[config.mk]
export PLATFORM = sky130hd
export DESIGN_NAME = aes128_output_serializer
export DESIGN_NICKNAME = d
export VERILOG_FILES = /design/src/rtl/aes128_output_serializer.sv
export SDC_FILE = /design/constraint.sdc
export NUM_CORES = 1
export LEC_CHECK = 0
export BUFFER_PORTS_ARGS = -buffer_cell sky130_fd_sc_hd__buf_2
export CAP_MARGIN = 15
export CORE_UTILIZATION = 44
export CTS_CLUSTER_DIAMETER = 200
export DETAILED_ROUTE_END_ITERATION = 10
export PLACE_DENSITY = 0.67
export SYNTH_ARGS = -nofsm -noshare
export SYNTH_HDL_FRONTEND = slang
export SYNTH_SLANG_ARGS = --single-unit
[constraint.sdc]
create_clock -name clk -period 4.7 [get_ports clk]
set_input_delay 1.41 -clock clk [delete_from_list [all_inputs] [get_ports clk]]
set_output_delay 1.41 -clock clk [all_outputs]
set_load 0.02 [all_outputs]
[src/rtl/aes128_output_serializer.sv]
// AES-128 output serializer: takes one 128-bit ciphertext block and emits it
// as NUM_BYTES bytes, most significant byte first, with valid/ready
// handshakes on both sides. A new block can be accepted on the same edge that
// transfers the final byte, giving zero-bubble back-to-back blocks.
module aes128_output_serializer #(
  parameter int NUM_BYTES = 16,
  parameter int DWIDTH    = 8
) (
  input  logic                          clk,
  input  logic                          rst_n,
  input  logic                          blk_valid_i,
  input  logic [NUM_BYTES*DWIDTH-1:0]   blk_data_i,
  output logic                          blk_ready_o,
  output logic                          byte_valid_o,
  output logic [DWIDTH-1:0]             byte_out,
  input  logic                          byte_ready_i,
  output logic                          last_o,
  output logic                          blk_done_o,
  output logic                          busy_o
);

  localparam int IW = $clog2(NUM_BYTES);
  localparam logic [IW-1:0] LAST_IDX = IW'(NUM_BYTES - 1);

  typedef enum logic {
    IDLE  = 1'b0,
    SHIFT = 1'b1
  } state_t;

  state_t                        state;
  logic [IW-1:0]                 idx;
  logic [NUM_BYTES*DWIDTH-1:0]   blk_q;
  logic [DWIDTH-1:0]             byte_sel;
  logic                          at_last;

  // Byte index decode and block-side ready; ready is forced low during reset.
  always_comb begin
    at_last     = (state == SHIFT) && (idx == LAST_IDX);
    blk_ready_o = rst_n && ((state == IDLE) || (at_last && byte_ready_i));
  end

  // Select the current byte; byte 0 occupies the top bits of the block.
  always_comb begin
    byte_sel = '0;
    for (int unsigned i = 0; i < NUM_BYTES; i++) begin
      if (idx == IW'(i)) begin
        byte_sel = blk_q[(NUM_BYTES-1-i)*DWIDTH +: DWIDTH];
      end
    end
  end

  // Output decode from the held state; zeroed while idle.
  always_comb begin
    byte_valid_o = (state == SHIFT);
    busy_o       = (state == SHIFT);
    last_o       = at_last;
    byte_out     = (state == SHIFT) ? byte_sel : '0;
  end

  // FSM: load blocks, step the byte index on each byte handshake, and pulse
  // blk_done_o the cycle after the final byte is taken.
  always_ff @(posedge clk or negedge rst_n) begin
    if (!rst_n) begin
      state      <= IDLE;
      idx        <= '0;
      blk_q      <= '0;
      blk_done_o <= 1'b0;
    end else begin
      blk_done_o <= 1'b0;
      case (state)
        IDLE: begin
          if (blk_valid_i) begin
            blk_q <= blk_data_i;
            idx   <= '0;
            state <= SHIFT;
          end
        end
        SHIFT: begin
          if (byte_ready_i) begin
            if (idx == LAST_IDX) begin
              blk_done_o <= 1'b1;
              idx        <= '0;
              if (blk_valid_i) begin
                blk_q <= blk_data_i;
              end else begin
                state <= IDLE;
              end
            end else begin
              idx <= idx + 1'b1;
            end
          end
        end
        default: state <= IDLE;
      endcase
    end
  end

endmodule

==> key figures, run 1 <==
Setup path
  – CP max-delay cell: nor2_1
  – Startpoint Class: register
  – WS Path Type: reg -> out
  – Cell Chain, Critical Path: inv_1 -> ha_1 -> buf_4 -> nor2_1 -> nand3_1 -> o221ai_1 -> a221o_1 -> a22oi_1 -> buf_2
  – Buf/Inv on CP: 3
  – Required time of the critical path: 3.29 ns
  – Worst Setup End Kind: output port
  – Top delay family on crit path: simple AND/OR/NAND/NOR gates
  – CP max FO: 33
  – WP data arrival: slightly above 3 ns
  – Worst path max stage delay: around 0.50 ns

Routing
  – DRT Pass-1 Iters: 10
  – Via Count: 5043
  – WL final: about 18 mm
  – Drt initial violations: 340
  – # DRC: 10
  – Avg WL per Cell: 19.5 um
  – Vias/cell: between 5 and 6
  – Routed Antenna Nets: 0

Placed design
  – IO Port Bufs: between 100 and 150
  – RePlAce Congestion: 0.915
  – HPWL after detailed placement: approximately 13 mm

Logic synthesis
  – Proportion of synthesized area in mux cells: 0.207
  – Netlist cell types: 51
  – Mapped Nets: 709
  – Simple-gate share of the synthesized area: 0.0968
  – Syn_area_per_cell: around 12 um2
  – Cell area after synthesis: 6640 um2
  – Largest family of logic cells by synthesized area: multiplexers
  – Post-Syn Instances: 573
  – Compound-gate portion of the synthesized area: 0.142
  – Post-synth EDFFs: 0
  – Ys Warns: 0
  – Top_reg_cell synth: dfrtp_1
  – Post-synthesis adder-cell area fraction: 0.00754
  – Post-Synth XOR/XNOR Area: 0
  – Post-synthesis sequential area ratio: 0.505
  – FFs w/ async S/R, synth: 1.00
  – Synthesized flop and latch total: approximately 130

Clock tree
  – Later-pin clock latency in the skew report: between 0.4 and 0.5 ns
  – Clock slew at reported path FFs: roughly 0.06 ns
  – H-tree depth: 4
  – Clk root buf: clkbuf_16
  – Post-cts sizing count: 0
  – Post-CTS Setup Bufs: 0
  – Hold_buf cts: 0
  – Total CTS buffers: 17
  – CTS tree: built
  – Max Root-Sink Buffers: 2
  – Clk sinks: between 100 and 150

GRT
  – Total congestion overflow: 0
  – First-pass GRT wire length: 27.6 mm
  – Vias in the first global route: 5175
  – Initial antenna violation count: 0
  – Gr usage total: 0.234
  – Largest net degree at the start of global routing: 73

STA
  – Final slew viol count: 0
  – Final Skew: 0.0148 ns
  – Relative slew slack: 0.311
  – WHS: 0.504 ns
  – Fmax: 222 MHz
  – Final hold violations: 0
  – Setup violators final: 0
  – Setup tns final: 0 ns
  – RSZ-0062 raised after global routing: false
  – Fin crit period: roughly 4.5 ns
  – Worst slew pin tran: ~1.0 ns
  – Crit share post-route: 0.957

Power
  – P_leak: 3.63 nW
  – Power Density: 671 nW/um2
  – Peak VDD IR: 0.311 mV

Status
  – Status: finished with violations
  – Failing checks: DRC

Die
  – Core Area: 14600 um2
  – Die Height: 125 um
  – Die Wd: 125 um
  – Starting density of the core: 0.454
  – Row cnt: 44
  – Die ar.: 15600 um2
  – Num ports: 145

Finish
  – Layout Nets: 836
  – Antenna Cells: 0
  – Most frequent cells in the layout: buf_2 (143), dfrtp_1 (134), mux2_2 (122)
  – Area grow syn2layout: 21.4%
  – Commonest non-fill, non-tap cell in the layout: buf_2
  – Share of cells above drive strength 1: 0.448

Run
  – Max-Cap Viols: 0

Hold path
  – Hold Path Class: reg -> reg
[power breakdown]
| group | switching, W | internal [W] | leakage, nW |
|---|---|---|---|
| logic | 0.000982 | 0.000905 | 1.71 |
| clock network | 0.000495 | 0.000894 | 0.290 |
| registers | 0.000424 | 0.00171 | 1.63 |
[logic make-up after synthesis]
logic type,count (synthesis)
simple gates,110
fa+ha+maj,4
compound gates,146
buf+inv,57
mux,122
flops,134
[sequential cells by signal (all words and copies together) (netlist names)]
signal	flops
blk_q	128
idx	4
blk_done_o	1
busy_o	1
[final cells by class]
cell class | count | area, um2
fillers | 1273 | 6580
flip-flops and latches | 134 | 3350
multi-input cells | 382 | 3010
repair buffers | 153 | 803
clock buffers | 18 | 439
well taps | 184 | 230
clock inverters | 13 | 181
inverters | 12 | 45.0
[cells in the mapped netlist, types with 3 or more instances]
master	instances	area share
dfrtp_1	134	0.50
mux2_2	122	0.21
o21ai_0	46	0.035
a21oi_1	28	0.021
nand2_1	25	0.014
clkbuf_1	20	0.011
nor2b_1	18	0.017
and3_1	13	0.012
buf_2	13	0.0098
nand3_1	12	0.0090
inv_1	11	0.0062
a22oi_1	8	0.0090
buf_4	8	0.0090
o22ai_1	8	0.0075
a211oi_1	7	0.0079
a21o_1	7	0.0079
a31oi_1	7	0.0066
nor3b_1	7	0.0079
o221ai_1	7	0.0092
or2_2	7	0.0066
nor2_1	6	0.0034
o2111ai_1	6	0.0079
o2bb2ai_1	6	0.0079
and2_1	5	0.0047
ha_1	4	0.0075
nand2b_1	4	0.0038
o31ai_1	3	0.0034
[worst paths after layout]
check | start | end | slack [ns] | cells past startpoint
worst max-delay path | idx[0] | byte_out[1] | 0.20 | 9
worst min-delay path | blk_q[100] | blk_q[100] | 0.50 | 1
worst max register to register | idx[0] | blk_q[75] | 1.90 | 7
worst min register to register | blk_q[100] | blk_q[100] | 0.50 | 1
max in group asynchronous | rst_n | blk_q[44] | 2.08 | 3
min in group asynchronous | rst_n | blk_q[112] | 1.24 | 2
[layer usage]
layer / GRT usage / vias to the layer above / share of wire
met2: 0.368 / 202 / 0.47
li1: - / 2355 / -
met1: 0.309 / 2465 / 0.45
met3: 0.0619 / 21 / 0.063
met4: 0.0875 / 0 / 0.020
met5: 0 / - / 0
[per-stage QoR]
step | std cells | utilization | cell area [um2] | total power (W) | worst slack (ns)
finish | 896 | 0.551 | 8060 | 0.00541 | 0.202
global placement | 865 | 0.508 | 7440 | 0.00393 | 0.826
floorplan | 573 | - | 6640 | 0.00337 | 1.21
global route | 896 | 0.551 | 8060 | 0.00572 | 0.0284
detailed placement | 865 | 0.508 | 7440 | 0.00401 | 0.733
CTS | 896 | 0.551 | 8060 | 0.00542 | 0.281
Note: power is estimated with default switching activity, not from simulation.
==> run 2: changes to the inputs <==
Settings changed: CTS_BUF_LIST set to sky130_fd_sc_hd__clkbuf_8.
==> run 2 against run 1 <==
Compared with the run above:
- the run still ends with DRC left
- utilization down 1.3 points
- global-route usage fell by 0.23 points
- non-clock buffer count unchanged
- worst setup slack gained 0.044 ns
- clock-buffer cell count unchanged
- die area stayed put
- sequential power barely moved
- critical path type unchanged
- highest routed layer unchanged
==> key figures, run 2 (synthesized netlist as in run 1, its figures left out) <==
Status
  – Status: finished with violations
  – Failing checks: DRC

STA
  – Final slew viol count: 0
  – Worst slew pin tran: 0.879 ns
  – RSZ-0062 raised after global routing: false
  – WHS: approximately 0.51 ns
  – Fmax: 225 MHz
  – Final Skew: roughly 0.012 ns
  – Final hold violations: 0
  – Setup tns final: 0 ns
  – Fin crit period: 4.45 ns
  – Crit share post-route: 0.948
  – Setup violators final: 0
  – Relative slew slack: 0.414

Clock tree
  – Clk root buf: clkbuf_8
  – Max Root-Sink Buffers: 2
  – H-tree depth: 4
  – Post-CTS Setup Bufs: 0
  – Later-pin clock latency in the skew report: 0.46 ns
  – Hold_buf cts: 0
  – CTS tree: built
  – Clock slew at reported path FFs: 0.08 ns
  – Total CTS buffers: 17
  – Clk sinks: 134

Setup path
  – WS Path Type: reg -> out
  – Reg-to-reg slack, setup: ~1.9 ns
  – Worst R2R Start: idx[0]
  – WP data arrival: 3.04 ns
  – CP max FO: 27
  – Startpoint Class: register
  – Required time of the critical path: 3.29 ns
  – Critical path origin: idx[2]
  – Register-to-Register Path Depth: 7
  – Worst Setup End Kind: output port
  – FF-to-FF End: blk_q[4]

Die
  – Core Area: 14600 um2
  – Die Height: 125 um
  – Starting density of the core: 0.454
  – Num ports: 145
  – Row cnt: 44
  – Die Wd: 125 um
  – Die ar.: 15600 um2

Finish
  – Share of cells above drive strength 1: 0.451
  – Max FFs per register: between 100 and 150
  – Commonest non-fill, non-tap cell in the layout: buf_2
  – Most frequent cells in the layout: buf_2 (143), dfrtp_1 (134), mux2_2 (122)
  – Largest registers: blk_q: 128 flops, idx: 4 flops
  – FILL cells: ~1300
  – Layout Nets: roughly 840
  – Final core utilization: 0.538
  – Area grow syn2layout: 18.6%
  – Most flop-heavy register: blk_q
  – Antenna Cells: 0

Hold path
  – Hold path cells: 1
  – Hold path start: blk_q[100]
  – Hold Path Class: reg -> reg
  – Hold endpoint: blk_q[100]

GRT
  – Largest net degree at the start of global routing: 73
  – First-pass GRT wire length: between 20 and 30 mm
  – Initial antenna violation count: 0
  – Total congestion overflow: 0
  – Gr usage total: 0.231
  – Vias in the first global route: 5094

Routing
  – # DRC: 10
  – WL final: 17.3 mm
  – Routed Antenna Nets: 0
  – Drt initial violations: about 330
  – DRT Pass-1 Iters: 8
  – Vias/cell: ~5.6
  – Via Count: 5047
  – Avg WL per Cell: between 15 and 20 um

Power
  – Power Density: 641 nW/um2
  – Peak VDD IR: 0.295 mV
  – P_leak: 3.54 nW

Placed design
  – IO Port Bufs: 144
  – RePlAce Congestion: 0.915
  – HPWL after detailed placement: 13.0 mm

Run
  – Max-Cap Viols: 0
-- run 2: timing repair --
action / in CTS / in global routing
setup endpoints to repair: 0 / 2
hold endpoints to repair: 0 / 0
gates resized for setup: 0 / 2
-- run 2: per-layer routing --
| metal | global-route usage | wire length, um | up-vias |
|---|---|---|---|
| li1 | - | - | 2350 |
| met5 | 0 | 0 | - |
| met4 | 0.0811 | 312 | 0 |
| met3 | 0.0687 | 1240 | 19 |
| met2 | 0.358 | 8050 | 203 |
| met1 | 0.308 | 7720 | 2475 |
-- run 2: metrics by stage --
| step | cells | power (W) | instance area, um2 | setup slack [ns] |
|---|---|---|---|---|
| after floorplan | 573 | 0.00337 | 6640 | 1.21 |
| after global placement | 865 | 0.00393 | 7440 | 0.826 |
| after detailed placement | 865 | 0.00401 | 7440 | 0.733 |
| after CTS | 896 | 0.00506 | 7870 | 0.227 |
| after global routing | 896 | 0.00536 | 7880 | 0.0443 |
| final | 896 | 0.00505 | 7880 | 0.246 |
-- run 2: power by group --
part           leakage (nW)  internal, W  total, W  switching, W
registers              1.63      0.00171   0.00212      0.000417
clock network         0.203     0.000585   0.00104      0.000455
logic                  1.71     0.000907   0.00189      0.000979
total                  3.54      0.00320   0.00505       0.00185
-- run 2: critical path, cell delays in order, from the launching register on --
cell	delay, ns
dfrtp_1	0.69
nor2_1	0.70
a31o_2	0.25
a221oi_1	0.09
a221o_1	0.35
a22oi_1	0.27
buf_2	0.23
-- run 2: final cells by class --
| class | count | area [um2] | area share |
|---|---|---|---|
| Clock buffer | 18 | 248 | 0.0314 |
| Clock inverter | 13 | 181 | 0.0230 |
| Inverter | 12 | 45.0 | 0.00572 |
| Multi-Input combinational cell | 382 | 3020 | 0.383 |
| Sequential cell | 134 | 3350 | 0.426 |
| Tap cell | 184 | 230 | 0.0292 |
| Timing Repair Buffer | 153 | 803 | 0.102 |
-- run 2: worst max-delay path by stage --
stage             endpoint  slack [ns]
5_1_grt        byte_out[1]        0.04
4_1_cts        byte_out[0]        0.23
3_5_place_dp   byte_out[0]        0.73
3_3_place_gp   byte_out[6]        0.83
6_report       byte_out[1]        0.25
2_1_floorplan  byte_out[1]        1.21
==> run 3: changes to the inputs <==
Clock period 4.7 ns to 4.3 ns, I/O delays scaled along.
==> run 3 against run 2 <==
Compared with the run above:
- the run still ends with DRC left
- wire length is 0.24% lower
- clock skew is 0.0016 ns lower
- total power is 9.3% higher
- sequential share of layout area is 0.21 points lower
- clock power hardly changed
- combinational power is 12% higher
- critical endpoint unchanged
==> key figures, run 3 (synthesized netlist as in run 1, its figures left out) <==
Status
  – Status: finished with violations
  – Failing checks: DRC

Setup path
  – Register-to-Register Path Depth: 6
  – Reg-to-reg slack, setup: 2.05 ns
  – WP data arrival: 2.84 ns
  – WS Path Type: reg -> out
  – Startpoint Class: register
  – Required time of the critical path: 3.01 ns
  – Worst R2R Start: idx[1]
  – FF-to-FF End: blk_q[25]
  – CP max FO: 26
  – Worst Setup End Kind: output port

Power
  – Comb power frac: 0.385
  – Pwr Total: 0.00552 W
  – P_int: 0.00349 W
  – Power Density: approximately 700 nW/um2
  – Sw Pwr: about 0.002 W
  – Clock power frac: 0.193
  – Seq pwr share: 0.422
  – Net Sw Frac: 0.368
  – Peak VDD IR: approximately 0.34 mV
  – P_leak: 3.57 nW

STA
  – Final hold violations: 0
  – Final Skew: around 0.010 ns
  – Setup tns final: 0 ns
  – Relative slew slack: 0.524
  – Final slew viol count: 0
  – RSZ-0062 raised after global routing: false
  – Setup violators final: 0
  – Worst slew pin tran: 0.713 ns
  – Crit share post-route: 0.961
  – Fmax: 242 MHz
  – WHS: between 0.5 and 0.6 ns
  – Fin crit period: just over 4 ns

Die
  – Die Wd: 125 um
  – Starting density of the core: 0.454
  – Num ports: 145
  – Die Height: between 100 and 150 um
  – Die ar.: 15600 um2
  – Row cnt: 44
  – Core Area: 14600 um2

Clock tree
  – Total CTS buffers: 17
  – Later-pin clock latency in the skew report: 0.45 ns
  – Max Root-Sink Buffers: 2
  – Clk root buf: clkbuf_8
  – Clock slew at reported path FFs: around 0.070 ns
  – Clk sinks: 134
  – H-tree depth: 4
  – CTS tree: built

Finish
  – Most flop-heavy register: blk_q
  – Max FFs per register: 128
  – Area grow syn2layout: 19.4%
  – Largest registers: blk_q: 128 flops, idx: 4 flops
  – Most frequent cells in the layout: buf_2 (143), dfrtp_1 (131), mux2_2 (122)
  – Share of cells above drive strength 1: 0.461
  – FILL cells: 1290
  – Layout Nets: 840
  – Commonest non-fill, non-tap cell in the layout: buf_2

Routing
  – Avg WL per Cell: approximately 19 um
  – Via Count: between 5000 and 6000
  – Drt initial violations: 347
  – Routed Antenna Nets: 0
  – Vias/cell: 5.67
  – # DRC: 10
  – DRT Pass-1 Iters: 7
  – WL final: 17.3 mm

GRT
  – Largest net degree at the start of global routing: 60
  – Gr usage total: 0.234
  – Vias in the first global route: about 5200
  – Total congestion overflow: 0
  – Initial antenna violation count: 1
  – First-pass GRT wire length: 28.0 mm

Placed design
  – IO Port Bufs: 144
  – HPWL after detailed placement: 12.9 mm
  – RePlAce Congestion: between 0.9 and 1

Hold path
  – Hold path start: blk_q[46]
  – Hold path cells: 1
  – Hold Path Class: reg -> reg
  – Hold endpoint: blk_q[46]

Run
  – Max-Cap Viols: 0
run 3: cell types whose count changed in the layout (fill, tap and decap cells not counted), moves of 2 or more:
| cell | previous run | this run |
|---|---|---|
| dfrtp_1 | 134 | 131 |
| dfrtp_2 | 0 | 3 |
| ha_1 | 4 | 1 |
| inv_1 | 11 | 14 |
| buf_4 | 9 | 11 |
| clkinvlp_4 | 5 | 3 |
| ha_2 | 0 | 2 |
| nor2b_1 | 18 | 16 |
| nor2b_2 | 0 | 2 |
run 3: worst max-delay path by stage:
stage,endpoint,slack [ns],cells past startpoint,start
finish,byte_out[1],0.17,9,idx[0]
global route,byte_out[1],0.02,9,idx[0]
CTS,byte_out[6],0.01,8,idx[0]
detailed placement,byte_out[1],0.45,8,idx[0]
global placement,byte_out[1],0.54,6,idx[2]
floorplan,byte_out[1],0.93,8,idx[0]
run 3: per-stage QoR:
stage	setup WS (ns)	utilization	std cells	cell area (um2)
final	0.166	0.541	901	7930
after global placement	0.536	0.511	868	7480
after CTS	0.0146	0.539	900	7890
after global routing	0.0200	0.541	901	7930
after floorplan	0.933	-	573	6640
after detailed placement	0.453	0.511	868	7480
run 3: area by class of cell:
cell class | count | area [um2] | area share
Inverter | 12 | 48.8 | 0.00616
Multi-Input combinational cell | 382 | 3040 | 0.383
Antenna cell | 1 | 2.50 | 0.000316
Sequential cell | 134 | 3360 | 0.423
Clock inverter | 12 | 139 | 0.0175
Tap cell | 184 | 230 | 0.0290
Timing Repair Buffer | 157 | 850 | 0.107
Clock buffer | 19 | 262 | 0.0330
run 3: power groups by stage:
| stage | Combinational (W) | Sequential, W | Clock [W] |
|---|---|---|---|
| 2_1_floorplan | 0.00158 | 0.00211 | 0 |
| 3_3_place_gp | 0.00203 | 0.00232 | 0 |
| 6_report | 0.00212 | 0.00233 | 0.00107 |
| 5_1_grt | 0.00231 | 0.00240 | 0.00115 |
| 4_1_cts | 0.00210 | 0.00232 | 0.00109 |
| 3_5_place_dp | 0.00208 | 0.00234 | 0 |
run 3: repair_timing:
action                     in CTS  in global routing
hold buffers                    0                  0
setup endpoints to repair       1                  8
gates resized for setup         1                 13
cloned                          0                  0
buffers inserted                1                  0
run 3: worst max-delay path, stage by stage, from the launching register on:
cell       delay [ns]
dfrtp_2          0.46
inv_1            0.11
ha_1             0.34
buf_6            0.26
a21oi_1          0.08
o2bb2ai_2        0.18
nand3_1          0.11
a221o_1          0.31
a22oi_1          0.30
buf_2            0.23
run 3: routing by layer:
metal,GRT usage,vias to the layer above,part of all wire
li1,-,2370,-
met1,0.314,2567,0.46
met2,0.373,157,0.47
met3,0.0593,17,0.052
met4,0.0732,0,0.016
met5,0,-,0
